==> src/rtl/wb_pkg.sv <==
// rtl/wb_pkg.sv - Shared Wishbone widths, arbiter states and response codes
// WB_ARB_WATCHDOG_EN adds the ABORT state used by the arbiter watchdog.
package wb_pkg;

  localparam int WB_AW = 30;
  localparam int WB_DW = 32;

  typedef enum logic [1:0] {
    IDLE  = 2'd0,
    GNT_A = 2'd1,
    GNT_B = 2'd2
`ifdef WB_ARB_WATCHDOG_EN
    , ABORT = 2'd3
`endif
  } arb_state_t;

  // Response sub-types reported by the bus master back to the UART decoder
  localparam logic [1:0] RSP_ACK     = 2'd0;
  localparam logic [1:0] RSP_ERR     = 2'd1;
  localparam logic [1:0] RSP_TIMEOUT = 2'd2;
  localparam logic [1:0] RSP_NONE    = 2'd3;

endpackage

==> src/rtl/wb_arb_watchdog.sv <==
// rtl/wb_arb_watchdog.sv - Bus watchdog: counts busy cycles, flags a hung slave
// Only instantiated when WB_ARB_WATCHDOG_EN is defined.
module wb_arb_watchdog #(
  parameter int TO_W = 8
) (
  input  logic i_clk,
  input  logic i_reset_n,
  input  logic i_busy,
  input  logic i_ack,
  input  logic i_err,
  output logic o_timeout
);

  logic [TO_W-1:0] cnt;

  // The bus is idle for the cycle in which the grant moves, so clearing
  // while not busy also restarts the count on every grant change.
  always_ff @(posedge i_clk or negedge i_reset_n) begin
    if (!i_reset_n) begin
      cnt <= '0;
    end else if (!i_busy || i_ack || i_err || o_timeout) begin
      cnt <= '0;
    end else begin
      cnt <= cnt + 1'b1;
    end
  end

  // A response landing on the final cycle still wins over the timeout
  assign o_timeout = i_busy && (&cnt) && !i_ack && !i_err;

endmodule

==> src/rtl/wb_arbiter_2m.sv <==
// rtl/wb_arbiter_2m.sv - Two-master round-robin Wishbone arbiter, grant held per cyc
// WB_ARB_WATCHDOG_EN enables the hung-slave watchdog and ABORT state.
module wb_arbiter_2m
  import wb_pkg::*;
#(
  parameter int AW   = WB_AW,
  parameter int DW   = WB_DW,
  parameter int TO_W = 8
) (
  input  logic            i_clk,
  input  logic            i_reset_n,
  input  logic            i_a_cyc,
  input  logic            i_a_stb,
  input  logic            i_a_we,
  input  logic [AW-1:0]   i_a_addr,
  input  logic [DW-1:0]   i_a_data,
  input  logic [DW/8-1:0] i_a_sel,
  output logic            o_a_stall,
  output logic            o_a_ack,
  output logic            o_a_err,
  output logic [DW-1:0]   o_a_data,
  input  logic            i_b_cyc,
  input  logic            i_b_stb,
  input  logic            i_b_we,
  input  logic [AW-1:0]   i_b_addr,
  input  logic [DW-1:0]   i_b_data,
  input  logic [DW/8-1:0] i_b_sel,
  output logic            o_b_stall,
  output logic            o_b_ack,
  output logic            o_b_err,
  output logic [DW-1:0]   o_b_data,
  output logic            o_wb_cyc,
  output logic            o_wb_stb,
  output logic            o_wb_we,
  output logic [AW-1:0]   o_wb_addr,
  output logic [DW-1:0]   o_wb_data,
  output logic [DW/8-1:0] o_wb_sel,
  input  logic            i_wb_stall,
  input  logic            i_wb_ack,
  input  logic            i_wb_err,
  input  logic [DW-1:0]   i_wb_data,
  output logic [1:0]      o_owner
);

  arb_state_t state;
  logic       last_b;
  logic       gnt_a;
  logic       gnt_b;
  logic       owner_cyc;
  logic       timeout;

  assign gnt_a     = (state == GNT_A);
  assign gnt_b     = (state == GNT_B);
  assign owner_cyc = (gnt_a & i_a_cyc) | (gnt_b & i_b_cyc);

`ifdef WB_ARB_WATCHDOG_EN
  wb_arb_watchdog #(
    .TO_W(TO_W)
  ) u_watchdog (
    .i_clk    (i_clk),
    .i_reset_n(i_reset_n),
    .i_busy   (owner_cyc),
    .i_ack    (i_wb_ack),
    .i_err    (i_wb_err),
    .o_timeout(timeout)
  );
`else
  logic unused_to_w;
  assign unused_to_w = (TO_W > 0);
  assign timeout     = 1'b0;
`endif

  always_ff @(posedge i_clk or negedge i_reset_n) begin
    if (!i_reset_n) begin
      state   <= IDLE;
      last_b  <= 1'b1;
      o_owner <= 2'b00;
    end else begin
`ifdef WB_ARB_WATCHDOG_EN
      if (timeout) begin
        state   <= ABORT;
        o_owner <= 2'b00;
      end else
`endif
      case (state)
        IDLE: begin
          // On a tie the master that was not served last wins
          if (i_a_cyc && (!i_b_cyc || last_b)) begin
            state <= GNT_A; last_b <= 1'b0; o_owner <= 2'b01;
          end else if (i_b_cyc) begin
            state <= GNT_B; last_b <= 1'b1; o_owner <= 2'b10;
          end
        end
        GNT_A: begin
          if (!i_a_cyc) begin
            if (i_b_cyc) begin
              state <= GNT_B; last_b <= 1'b1; o_owner <= 2'b10;
            end else begin
              state <= IDLE; o_owner <= 2'b00;
            end
          end
        end
        GNT_B: begin
          if (!i_b_cyc) begin
            if (i_a_cyc) begin
              state <= GNT_A; last_b <= 1'b0; o_owner <= 2'b01;
            end else begin
              state <= IDLE; o_owner <= 2'b00;
            end
          end
        end
`ifdef WB_ARB_WATCHDOG_EN
        ABORT: begin
          if (!(last_b ? i_b_cyc : i_a_cyc)) begin
            state <= IDLE; o_owner <= 2'b00;
          end
        end
`endif
        default: begin
          state <= IDLE; o_owner <= 2'b00;
        end
      endcase
    end
  end

  assign o_wb_cyc  = owner_cyc & ~timeout;
  assign o_wb_stb  = ((gnt_a & i_a_stb) | (gnt_b & i_b_stb)) & ~timeout;
  assign o_wb_we   = (gnt_a & i_a_we) | (gnt_b & i_b_we);
  assign o_wb_addr = gnt_a ? i_a_addr : (gnt_b ? i_b_addr : '0);
  assign o_wb_data = gnt_a ? i_a_data : (gnt_b ? i_b_data : '0);
  assign o_wb_sel  = gnt_a ? i_a_sel  : (gnt_b ? i_b_sel  : '0);

  assign o_a_stall = gnt_a ? i_wb_stall : 1'b1;
  assign o_a_ack   = gnt_a & i_wb_ack;
  assign o_a_err   = gnt_a & (i_wb_err | timeout);
  assign o_a_data  = i_wb_data;

  assign o_b_stall = gnt_b ? i_wb_stall : 1'b1;
  assign o_b_ack   = gnt_b & i_wb_ack;
  assign o_b_err   = gnt_b & (i_wb_err | timeout);
  assign o_b_data  = i_wb_data;

endmodule

==> config.mk <==
export PLATFORM = sky130hd
export DESIGN_NAME = wb_arbiter_2m
export DESIGN_NICKNAME = d
export VERILOG_FILES = /design/src/rtl/wb_pkg.sv /design/src/rtl/wb_arb_watchdog.sv /design/src/rtl/wb_arbiter_2m.sv
export SDC_FILE = /design/constraint.sdc
export NUM_CORES = 1
export LEC_CHECK = 0
export CAP_MARGIN = 10
export CORE_AREA = 2 2 122 124
export CTS_BUF_LIST = sky130_fd_sc_hd__clkbuf_4 sky130_fd_sc_hd__clkbuf_8 sky130_fd_sc_hd__clkbuf_16
export CTS_CLUSTER_DIAMETER = 200
export DETAILED_ROUTE_END_ITERATION = 10
export DIE_AREA = 0 0 124 126
export SLEW_MARGIN = 20
export SYNTH_ARGS = -nofsm -noshare
export SYNTH_HDL_FRONTEND = slang
export SYNTH_SLANG_ARGS = --single-unit
==> constraint.sdc <==
create_clock -name i_clk -period 3.65 [get_ports i_clk]
set_input_delay 0.365 -clock i_clk [delete_from_list [all_inputs] [get_ports i_clk]]
set_output_delay 0.365 -clock i_clk [all_outputs]
set_load 0.01 [all_outputs]
==> report_table.html, run 1 <==
<table>
<tr><th>Metric</th><th>Value</th></tr>
<tr><th colspan="2">Setup path</th></tr>
<tr><td>Arrival time of the worst setup path</td><td>approximately 2.2 ns</td></tr>
<tr><td>Critical path startpoint</td><td>state[1]</td></tr>
<tr><td>Worst path slowest cell</td><td>sky130_fd_sc_hd__clkdlybuf4s50_1</td></tr>
<tr><td>Maximum fanout encountered on the critical timing path</td><td>68</td></tr>
<tr><td>Crit path required time</td><td>~3.3 ns</td></tr>
<tr><td>Crit path capture type</td><td>output port</td></tr>
<tr><td>Setup slack on the worst flop-to-flop path</td><td>between 1.5 and 2 ns</td></tr>
<tr><td>Critical path endpoint</td><td>o_wb_addr[28]</td></tr>
<tr><td>Kind of cell adding the most delay to the critical path</td><td>buffers and inverters</td></tr>
<tr><td>Reg2Reg Depth</td><td>6</td></tr>
<tr><td>Max incr delay on CP</td><td>~0.56 ns</td></tr>
<tr><td>Kind of critical path</td><td>flop to output port</td></tr>
<tr><td>Worst reg2reg path endpoint</td><td>last_b</td></tr>
<tr><td>Critical-path cell list</td><td>inv_1, ha_4, buf_4, nand2_1, o21ai_1, clkdlybuf4s50_1</td></tr>
<tr><td>Worst reg2reg path startpoint</td><td>state[1]</td></tr>
<tr><td>Levels on crit path</td><td>6</td></tr>
<tr><td>Worst path buffer plus inverter count</td><td>3</td></tr>
<tr><td>Critical Path Source Type</td><td>flop</td></tr>
<tr><th colspan="2">Power and ir drop</th></tr>
<tr><td>Fraction of power spent switching nets</td><td>42.30%</td></tr>
<tr><td>Sequential power share</td><td>roughly 3.7%</td></tr>
<tr><td>Power Internal</td><td>1.165 mW</td></tr>
<tr><td>Pwr dens</td><td>about 540 mW/mm2</td></tr>
<tr><td>Gate power share</td><td>between 80 and 90%</td></tr>
<tr><td>Worst voltage drop across the vdd grid</td><td>between 0.2 and 0.3 mV</td></tr>
<tr><td>Power dissipated by switching net loads</td><td>between 0.8 and 0.9 mW</td></tr>
<tr><td>Clock share of power</td><td>approximately 9.0%</td></tr>
<tr><td>Reported leakage power</td><td>between 1 and 1.5 nW</td></tr>
<tr><th colspan="2">Synthesis</th></tr>
<tr><td>Xor-xnor portion of the synthesized cell area</td><td>0%</td></tr>
<tr><td>Count of mapped cells out of synthesis</td><td>314</td></tr>
<tr><td>Area share of and/or/nand/nor cells after synthesis</td><td>between 30% and 40%</td></tr>
<tr><td>Compound-Gate Fraction of Synth Area</td><td>25.33%</td></tr>
<tr><td>Count of distinct cell types in the synthesized netlist</td><td>24</td></tr>
<tr><td>Async set-or-reset flop fraction in the synthesized netlist</td><td>100.0%</td></tr>
<tr><td>Syn nets</td><td>slightly below 500</td></tr>
<tr><td>Combinational family with the most area after synthesis</td><td>buffers and inverters</td></tr>
<tr><td>Fraction of post-synthesis cell area in the top cell type by area</td><td>between 20% and 30%</td></tr>
<tr><td>Synth warn</td><td>0</td></tr>
<tr><td>Part of the Yosys area used for sequential elements</td><td>4.440%</td></tr>
<tr><td>Cell type contributing the most total cell area after synthesis</td><td>sky130_fd_sc_hd__buf_4</td></tr>
<tr><td>Adder-cell share of the synthesized area</td><td>2.911%</td></tr>
<tr><td>Ranking of synthesized cells by area</td><td>sky130_fd_sc_hd__buf_4 28%, sky130_fd_sc_hd__nand2_1 28%, sky130_fd_sc_hd__o21ai_1 19%, sky130_fd_sc_hd__dfrtp_1 2.9%, sky130_fd_sc_hd__ha_1 2.9%</td></tr>
<tr><td>Register bit total from synthesis</td><td>3</td></tr>
<tr><td>Flip-flop cell with the highest count after synthesis</td><td>sky130_fd_sc_hd__dfrtp_1</td></tr>
<tr><td>Post-synth design cell area</td><td>approximately 0.0017 mm2</td></tr>
<tr><td>Count of flip-flops with a built-in enable after synthesis</td><td>0</td></tr>
<tr><td>Multiplexer share of the synthesized area</td><td>0.5822%</td></tr>
<tr><td>Mean instance size in the synthesized netlist</td><td>about 5.5 um2</td></tr>
<tr><th colspan="2">Clock network</th></tr>
<tr><td>Hold-fix buffers, CTS</td><td>0</td></tr>
<tr><td>Worst-skew pair later-pin latency</td><td>between 0.2 and 0.25 ns</td></tr>
<tr><td>Clock input transition at the sequential cells of the worst setup and hold paths</td><td>0.03 ns</td></tr>
<tr><td>Total clock sinks</td><td>3</td></tr>
<tr><td>Maximum buffer depth of the clock tree</td><td>2</td></tr>
<tr><td>Clock tree from TritonCTS</td><td>yes</td></tr>
<tr><td>Clock buffer count from CTS</td><td>3</td></tr>
<tr><td>Post-CTS Setup Repair Bufs</td><td>0</td></tr>
<tr><td>CTS-repair resized insts</td><td>0</td></tr>
<tr><td>Max H-tree Level</td><td>1</td></tr>
<tr><td>Clock root buffer</td><td>sky130_fd_sc_hd__clkbuf_16</td></tr>
<tr><th colspan="2">Timing</th></tr>
<tr><td>PnR worst setup slack</td><td>around 1.0 ns</td></tr>
<tr><td>Total negative slack for setup checks</td><td>0 ns</td></tr>
<tr><td>Number of max-slew violations in the final report</td><td>0</td></tr>
<tr><td>Unrepaired setup endpoints after global routing</td><td>no</td></tr>
<tr><td>Clk_skew</td><td>0.003740 ns</td></tr>
<tr><td>Fmax</td><td>383.2 MHz</td></tr>
<tr><td>Min Hold Slack</td><td>roughly 0.33 ns</td></tr>
<tr><td>Part of the cycle the worst path needs</td><td>about 71%</td></tr>
<tr><td>Period minus WS final</td><td>2.609 ns</td></tr>
<tr><td>Measured slew at the worst slew-check pin</td><td>0.5914 ns</td></tr>
<tr><td>Relative slew slack</td><td>between 60% and 70%</td></tr>
<tr><td>Finish-stage setup viols</td><td>0</td></tr>
<tr><td>Final-report hold violation count</td><td>0</td></tr>
<tr><th colspan="2">Status</th></tr>
<tr><td>Outcome</td><td>finished, final reports clean</td></tr>
<tr><th colspan="2">Detailed routing</th></tr>
<tr><td>Metal2 WL</td><td>roughly 3500 um</td></tr>
<tr><td>DRT Wirelength</td><td>between 7000 and 8000 um</td></tr>
<tr><td>Top Metal Used</td><td>met4</td></tr>
<tr><td>Routed wirelength normalized by instance count</td><td>11.28 um</td></tr>
<tr><td>Met3 routed wirelength</td><td>~1000 um</td></tr>
<tr><td>Routed via count divided by cell count</td><td>~3.8</td></tr>
<tr><td>Routed via count</td><td>~2400</td></tr>
<tr><td>Violation count after the first detailed-routing iteration</td><td>50</td></tr>
<tr><td>Number of remaining DRC errors</td><td>0</td></tr>
<tr><td>First-pass iteration count of the detailed router</td><td>4</td></tr>
<tr><td>Met1 layer wirelength in the final routing</td><td>around 2500 um</td></tr>
<tr><td>Antenna-violating nets left</td><td>0</td></tr>
<tr><th colspan="2">Layout</th></tr>
<tr><td>Relative area change from synthesis to final layout</td><td>115.9%</td></tr>
<tr><td>Finished layout cell area</td><td>~0.0037 mm2</td></tr>
<tr><td>Leading cell type in the layout, fill and taps excluded</td><td>sky130_fd_sc_hd__clkdlybuf4s50_1</td></tr>
<tr><td>Net count reported at finish</td><td>around 630</td></tr>
<tr><td>Highest-count cells in the layout ignoring fill and taps</td><td>219 x sky130_fd_sc_hd__clkdlybuf4s50_1, 127 x sky130_fd_sc_hd__nand2_1, 65 x sky130_fd_sc_hd__o21ai_1</td></tr>
<tr><td>Antenna cells</td><td>0</td></tr>
<tr><td>Number of fillers in the final layout</td><td>between 1500 and 2000</td></tr>
<tr><td>Proportion of layout cells with a drive suffix above 1</td><td>~2.6%</td></tr>
<tr><th colspan="2">Floorplanning</th></tr>
<tr><td>Number of rows created at floorplan</td><td>44</td></tr>
<tr><td>DIE WIDTH</td><td>124 um</td></tr>
<tr><td>Area of the die</td><td>0.01562 mm2</td></tr>
<tr><td>Total I/O pin count</td><td>around 320</td></tr>
<tr><td>Die Y</td><td>between 100 and 150 um</td></tr>
<tr><td>Core Region</td><td>0.01431 mm2</td></tr>
<tr><td>Initial core utilization</td><td>between 10 and 15%</td></tr>
<tr><th colspan="2">Placement</th></tr>
<tr><td>Post-Place Worst Slack</td><td>between 1 and 1.5 ns</td></tr>
<tr><td>Placement-stage cell area</td><td>between 0.003 and 0.004 mm2</td></tr>
<tr><td>Routability-driven placement congestion ratio</td><td>roughly 0.72</td></tr>
<tr><td>Dpl hpwl</td><td>around 6000 um</td></tr>
<tr><td>Count of input and output buffers</td><td>approximately 220</td></tr>
<tr><th colspan="2">Global routing</th></tr>
<tr><td>Global-route wire length before repair</td><td>around 10000 um</td></tr>
<tr><td>Total grt overflow</td><td>0</td></tr>
<tr><td>Vias in the first global route</td><td>roughly 2200</td></tr>
<tr><td>Total routing resource utilization after global routing</td><td>8.313%</td></tr>
<tr><td>Antenna violations before repair</td><td>0</td></tr>
<tr><td>Largest net degree at the start of global routing</td><td>71</td></tr>
<tr><th colspan="2">Job</th></tr>
<tr><td>Number of maximum-capacitance constraint violations</td><td>0</td></tr>
<tr><th colspan="2">Hold path</th></tr>
<tr><td>Class of the tightest hold or removal check</td><td>input port to asynchronous set/reset pin</td></tr>
</table>
-- routing by layer --
layer  vias up  global-route usage, %
met5         -                      0
met4         0                  3.305
met3        22                  3.080
met2       172                  15.51
met1       996                  8.144
li1       1226                      -
-- cells in the mapped netlist, types with 2 or more instances --
| library cell | count |
|---|---|
| sky130_fd_sc_hd__buf_4 | 64 |
| sky130_fd_sc_hd__buf_1 | 6 |
| sky130_fd_sc_hd__a22o_1 | 5 |
| sky130_fd_sc_hd__nand2b_1 | 4 |
| sky130_fd_sc_hd__o41ai_1 | 2 |
| sky130_fd_sc_hd__o21ai_1 | 65 |
| sky130_fd_sc_hd__clkbuf_1 | 9 |
| sky130_fd_sc_hd__buf_2 | 7 |
| sky130_fd_sc_hd__nand2_1 | 127 |
| sky130_fd_sc_hd__dfrtp_1 | 2 |
| sky130_fd_sc_hd__ha_1 | 4 |
| sky130_fd_sc_hd__inv_1 | 4 |
| sky130_fd_sc_hd__and2_1 | 4 |
-- power by group through the flow --
stage | combinational (mW) | clock (mW) | sequential, mW
floorplan | 0.902 | 0 | 0.0737
global placement | 1.80 | 0 | 0.0751
detailed placement | 1.79 | 0 | 0.0748
CTS | 1.79 | 0.188 | 0.0751
global route | 1.95 | 0.191 | 0.0768
finish | 1.76 | 0.182 | 0.0744
-- per-stage QoR --
step / std cells / power (mW) / utilization (%)
2_1_floorplan: 314 / 0.9755 / -
3_3_place_gp: 634 / 1.871 / 25.35
3_5_place_dp: 634 / 1.866 / 25.35
4_1_cts: 638 / 2.058 / 25.93
5_1_grt: 638 / 2.216 / 25.93
6_report: 638 / 2.020 / 25.93
-- worst min-delay path by stage --
stage	start	end	depth (start not counted)
floorplan	i_reset_n	state[0]	0
global placement	last_b	last_b	2
detailed placement	last_b	last_b	2
CTS	i_reset_n	state[1]	1
global route	i_reset_n	state[1]	1
finish	i_reset_n	state[1]	1
-- cell type report --
class	count	area, um2	area share [%]
Inverter	4	15.01	0.4046
Tap cell	184	230.2	6.204
Clock buffer	4	82.58	2.225
Multi-Input combinational cell	220	1060	28.56
Timing Repair Buffer	223	2247	60.55
Sequential cell	3	76.32	2.057
-- worst register-to-register path, cell delays in order, from the launching register on --
cell and delay [ns]:
sky130_fd_sc_hd__dfrtp_1 0.39, sky130_fd_sc_hd__inv_1 0.11, sky130_fd_sc_hd__ha_4 0.18, sky130_fd_sc_hd__buf_4 0.29
sky130_fd_sc_hd__a22o_4 0.35, sky130_fd_sc_hd__a211o_1 0.28, sky130_fd_sc_hd__mux2i_1 0.15
-- cells by family after synthesis --
kind of cell / after synthesis
AOI/OAI and AO/OA: 77
adders and majority gates: 4
buffers and inverters: 91
DFF: 3
muxes: 1
and+or+nand+nor: 138
-- flip-flops by register name (all words and copies together) (netlist names) --
signal / cells
last_b: 1
state: 2
Power figures use the tool's default switching activity.
==> run 2: changes to the inputs <==
--- a/config.mk
+++ b/config.mk
@@ -6,11 +6,11 @@
 export NUM_CORES = 1
 export LEC_CHECK = 0
 export CAP_MARGIN = 10
-export CORE_AREA = 2 2 122 124
+export CORE_AREA = 2 2 124 126
 export CTS_BUF_LIST = sky130_fd_sc_hd__clkbuf_4 sky130_fd_sc_hd__clkbuf_8 sky130_fd_sc_hd__clkbuf_16
 export CTS_CLUSTER_DIAMETER = 200
 export DETAILED_ROUTE_END_ITERATION = 10
-export DIE_AREA = 0 0 124 126
+export DIE_AREA = 0 0 126 128
 export SLEW_MARGIN = 20
 export SYNTH_ARGS = -nofsm -noshare
 export SYNTH_HDL_FRONTEND = slang
==> constraint.sdc (replaced) <==
create_clock -name i_clk -period 2.2 [get_ports i_clk]
set_input_delay 0.22 -clock i_clk [delete_from_list [all_inputs] [get_ports i_clk]]
set_output_delay 0.22 -clock i_clk [all_outputs]
set_load 0.01 [all_outputs]
==> report_table.html, run 2 (synthesis results as in run 1) <==
<table>
<tr><th>Metric</th><th>Value</th></tr>
<tr><th colspan="2">Job</th></tr>
<tr><td>Number of maximum-capacitance constraint violations</td><td>0 (unchanged)</td></tr>
<tr><th colspan="2">Power and ir drop</th></tr>
<tr><td>Reported leakage power</td><td>1.849 nW (+40%)</td></tr>
<tr><td>Pwr dens</td><td>915.2 mW/mm2 (+68%)</td></tr>
<tr><td>Worst voltage drop across the vdd grid</td><td>0.3541 mV (+26%)</td></tr>
<tr><th colspan="2">Setup path</th></tr>
<tr><td>Worst path slowest cell</td><td>sky130_fd_sc_hd__clkdlybuf4s50_1</td></tr>
<tr><td>Worst reg2reg path startpoint</td><td>state[0]</td></tr>
<tr><td>Kind of critical path</td><td>flop to output port</td></tr>
<tr><td>Critical-path cell list</td><td>inv_2, ha_4, buf_12, nand2_1, o21ai_1, clkdlybuf4s50_1</td></tr>
<tr><td>Reg2Reg Depth</td><td>7 (+1)</td></tr>
<tr><td>Critical path startpoint</td><td>state[1]</td></tr>
<tr><td>Arrival time of the worst setup path</td><td>1.91 ns (-0.33 ns)</td></tr>
<tr><td>Critical path endpoint</td><td>o_wb_data[16]</td></tr>
<tr><td>Worst reg2reg path endpoint</td><td>last_b</td></tr>
<tr><td>Crit path required time</td><td>1.98 ns (-1.30 ns)</td></tr>
<tr><td>Maximum fanout encountered on the critical timing path</td><td>41 (-40%)</td></tr>
<tr><td>Max incr delay on CP</td><td>0.56 ns (about the same)</td></tr>
<tr><td>Setup slack on the worst flop-to-flop path</td><td>0.44 ns (-1.37 ns)</td></tr>
<tr><td>Critical Path Source Type</td><td>flop</td></tr>
<tr><td>Crit path capture type</td><td>output port</td></tr>
<tr><th colspan="2">Global routing</th></tr>
<tr><td>Total routing resource utilization after global routing</td><td>9.402% (+1.1 points)</td></tr>
<tr><td>Global-route wire length before repair</td><td>12330 um (+19%)</td></tr>
<tr><td>Antenna violations before repair</td><td>0 (unchanged)</td></tr>
<tr><td>Largest net degree at the start of global routing</td><td>42 (-41%)</td></tr>
<tr><td>Total grt overflow</td><td>0 (unchanged)</td></tr>
<tr><td>Vias in the first global route</td><td>2454 (+12%)</td></tr>
<tr><th colspan="2">Hold path</th></tr>
<tr><td>Class of the tightest hold or removal check</td><td>input port to asynchronous set/reset pin</td></tr>
<tr><th colspan="2">Timing</th></tr>
<tr><td>Period minus WS final</td><td>between 2 and 2.5 ns</td></tr>
<tr><td>Number of max-slew violations in the final report</td><td>0 (unchanged)</td></tr>
<tr><td>Part of the cycle the worst path needs</td><td>between 90% and 100%</td></tr>
<tr><td>Fmax</td><td>between 400 and 500 MHz</td></tr>
<tr><td>Relative slew slack</td><td>77.86% (+17 points)</td></tr>
<tr><td>Finish-stage setup viols</td><td>0 (unchanged)</td></tr>
<tr><td>Final-report hold violation count</td><td>0 (unchanged)</td></tr>
<tr><td>Total negative slack for setup checks</td><td>0 ns (unchanged)</td></tr>
<tr><td>PnR worst setup slack</td><td>0.07402 ns (-0.9666 ns)</td></tr>
<tr><td>Unrepaired setup endpoints after global routing</td><td>no</td></tr>
<tr><td>Measured slew at the worst slew-check pin</td><td>0.3314 ns (-0.2600 ns)</td></tr>
<tr><td>Clk_skew</td><td>0.001267 ns (-0.002473 ns)</td></tr>
<tr><th colspan="2">Detailed routing</th></tr>
<tr><td>Number of remaining DRC errors</td><td>0 (unchanged)</td></tr>
<tr><td>DRT Wirelength</td><td>8424 um (+17%)</td></tr>
<tr><td>Routed wirelength normalized by instance count</td><td>12.78 um (+13%)</td></tr>
<tr><td>Routed via count divided by cell count</td><td>3.772 (-0.38%)</td></tr>
<tr><td>Antenna-violating nets left</td><td>0 (unchanged)</td></tr>
<tr><td>Routed via count</td><td>2486 (+2.9%)</td></tr>
<tr><td>First-pass iteration count of the detailed router</td><td>4 (unchanged)</td></tr>
<tr><td>Violation count after the first detailed-routing iteration</td><td>68 (+36%)</td></tr>
<tr><th colspan="2">Floorplanning</th></tr>
<tr><td>Die Y</td><td>128 um (+1.6%)</td></tr>
<tr><td>Core Region</td><td>0.01486 mm2 (+3.8%)</td></tr>
<tr><td>Initial core utilization</td><td>11.57% (-0.44 points)</td></tr>
<tr><td>Number of rows created at floorplan</td><td>45 (+2.3%)</td></tr>
<tr><td>Area of the die</td><td>0.01613 mm2 (+3.2%)</td></tr>
<tr><td>DIE WIDTH</td><td>126 um (+1.6%)</td></tr>
<tr><td>Total I/O pin count</td><td>316 (unchanged)</td></tr>
<tr><th colspan="2">Placement</th></tr>
<tr><td>Routability-driven placement congestion ratio</td><td>0.7424 (+2.5%)</td></tr>
<tr><td>Post-Place Worst Slack</td><td>0.1920 ns (-1.049 ns)</td></tr>
<tr><td>Dpl hpwl</td><td>6978 um (+15%)</td></tr>
<tr><td>Count of input and output buffers</td><td>219 (unchanged)</td></tr>
<tr><th colspan="2">Layout</th></tr>
<tr><td>Antenna cells</td><td>0 (unchanged)</td></tr>
<tr><td>Most flop-heavy register</td><td>state</td></tr>
<tr><td>Leading cell type in the layout, fill and taps excluded</td><td>sky130_fd_sc_hd__clkdlybuf4s50_1</td></tr>
<tr><td>Biggest registers after layout</td><td>state: 2 flops, last_b: 1 flops</td></tr>
<tr><td>Largest register FFs</td><td>2 (unchanged)</td></tr>
<tr><td>Final core utilization</td><td>26.58% (+0.66 points)</td></tr>
<tr><td>Proportion of layout cells with a drive suffix above 1</td><td>6.582% (+3.9 points)</td></tr>
<tr><td>Highest-count cells in the layout ignoring fill and taps</td><td>183 x sky130_fd_sc_hd__clkdlybuf4s50_1, 127 x sky130_fd_sc_hd__nand2_1, 65 x sky130_fd_sc_hd__o21ai_1</td></tr>
<tr><td>Net count reported at finish</td><td>651 (+2.7%)</td></tr>
<tr><td>Relative area change from synthesis to final layout</td><td>129.8%</td></tr>
<tr><th colspan="2">Clock network</th></tr>
<tr><td>Maximum buffer depth of the clock tree</td><td>2 (unchanged)</td></tr>
<tr><td>Max H-tree Level</td><td>1 (unchanged)</td></tr>
<tr><td>Worst-skew pair later-pin latency</td><td>0.22 ns (about the same)</td></tr>
<tr><td>Hold-fix buffers, CTS</td><td>0 (unchanged)</td></tr>
<tr><td>Clock input transition at the sequential cells of the worst setup and hold paths</td><td>0.03 ns (about the same)</td></tr>
<tr><td>Total clock sinks</td><td>3 (unchanged)</td></tr>
<tr><td>Clock buffer count from CTS</td><td>3 (unchanged)</td></tr>
<tr><td>Clock tree from TritonCTS</td><td>yes</td></tr>
<tr><td>Clock root buffer</td><td>sky130_fd_sc_hd__clkbuf_16</td></tr>
<tr><th colspan="2">Status</th></tr>
<tr><td>Outcome</td><td>finished, final reports clean</td></tr>
</table>
[run 2: power by group]
part           switching [mW]  internal (mW)  total, mW
clock                  0.0500          0.251      0.302
sequential             0.0258         0.0900      0.116
combinational            1.47           1.73       3.20
[run 2: critical path: cells and delay by family (launching register included)]
family,cells,cell delay (ns)
AO/OA/AOI/OAI,1,0.11
flip-flops,1,0.41
AND/OR/NAND/NOR,1,0.08
buffers and inverters,3,0.86
adder cells (fa/ha/maj),1,0.20
[run 2: stage by stage]
stage | total power, mW | std cells | hold WS, ns | instance area [um2]
after floorplan | 1.618 | 314 | -0.07559 | 1719
after global placement | 3.361 | 652 | 0.4366 | 3761
after detailed placement | 3.348 | 652 | 0.4357 | 3761
after CTS | 3.652 | 657 | 0.1997 | 3852
after global routing | 3.941 | 659 | 0.2089 | 3951
final | 3.616 | 659 | 0.1971 | 3951
[run 2: metal layers]
metal	wire length (um)	share of wire, %	track usage (%)	up-vias
met5	0	0	0	-
met2	4133	49	17.17	146
met1	3109	37	10.09	1040
li1	-	-	-	1261
met4	282	3.3	3.297	0
met3	898	11	3.214	39
[run 2: final cells by class]
type	count	area (um2)
inverter	4	15.01
multi-input combinational	220	1070
clock buffer	4	82.58
sequential	3	76.32
timing repair buffer	240	2472
tap	188	235.2
fill	1652	10910
[run 2: repair_timing]
action	CTS	global route
buffers inserted	1	1
gates cloned	0	1
setup endpoints to repair	22	36
pin swaps	1	0
resized for setup	13	26
[run 2: how the worst min path moves through the flow]
stage	from	end	cells after the start
floorplan	i_reset_n	state[0]	0
global placement	i_reset_n	state[1]	1
detailed placement	i_reset_n	state[1]	1
CTS	i_reset_n	state[0]	1
global route	i_reset_n	state[0]	1
finish	i_reset_n	state[1]	1
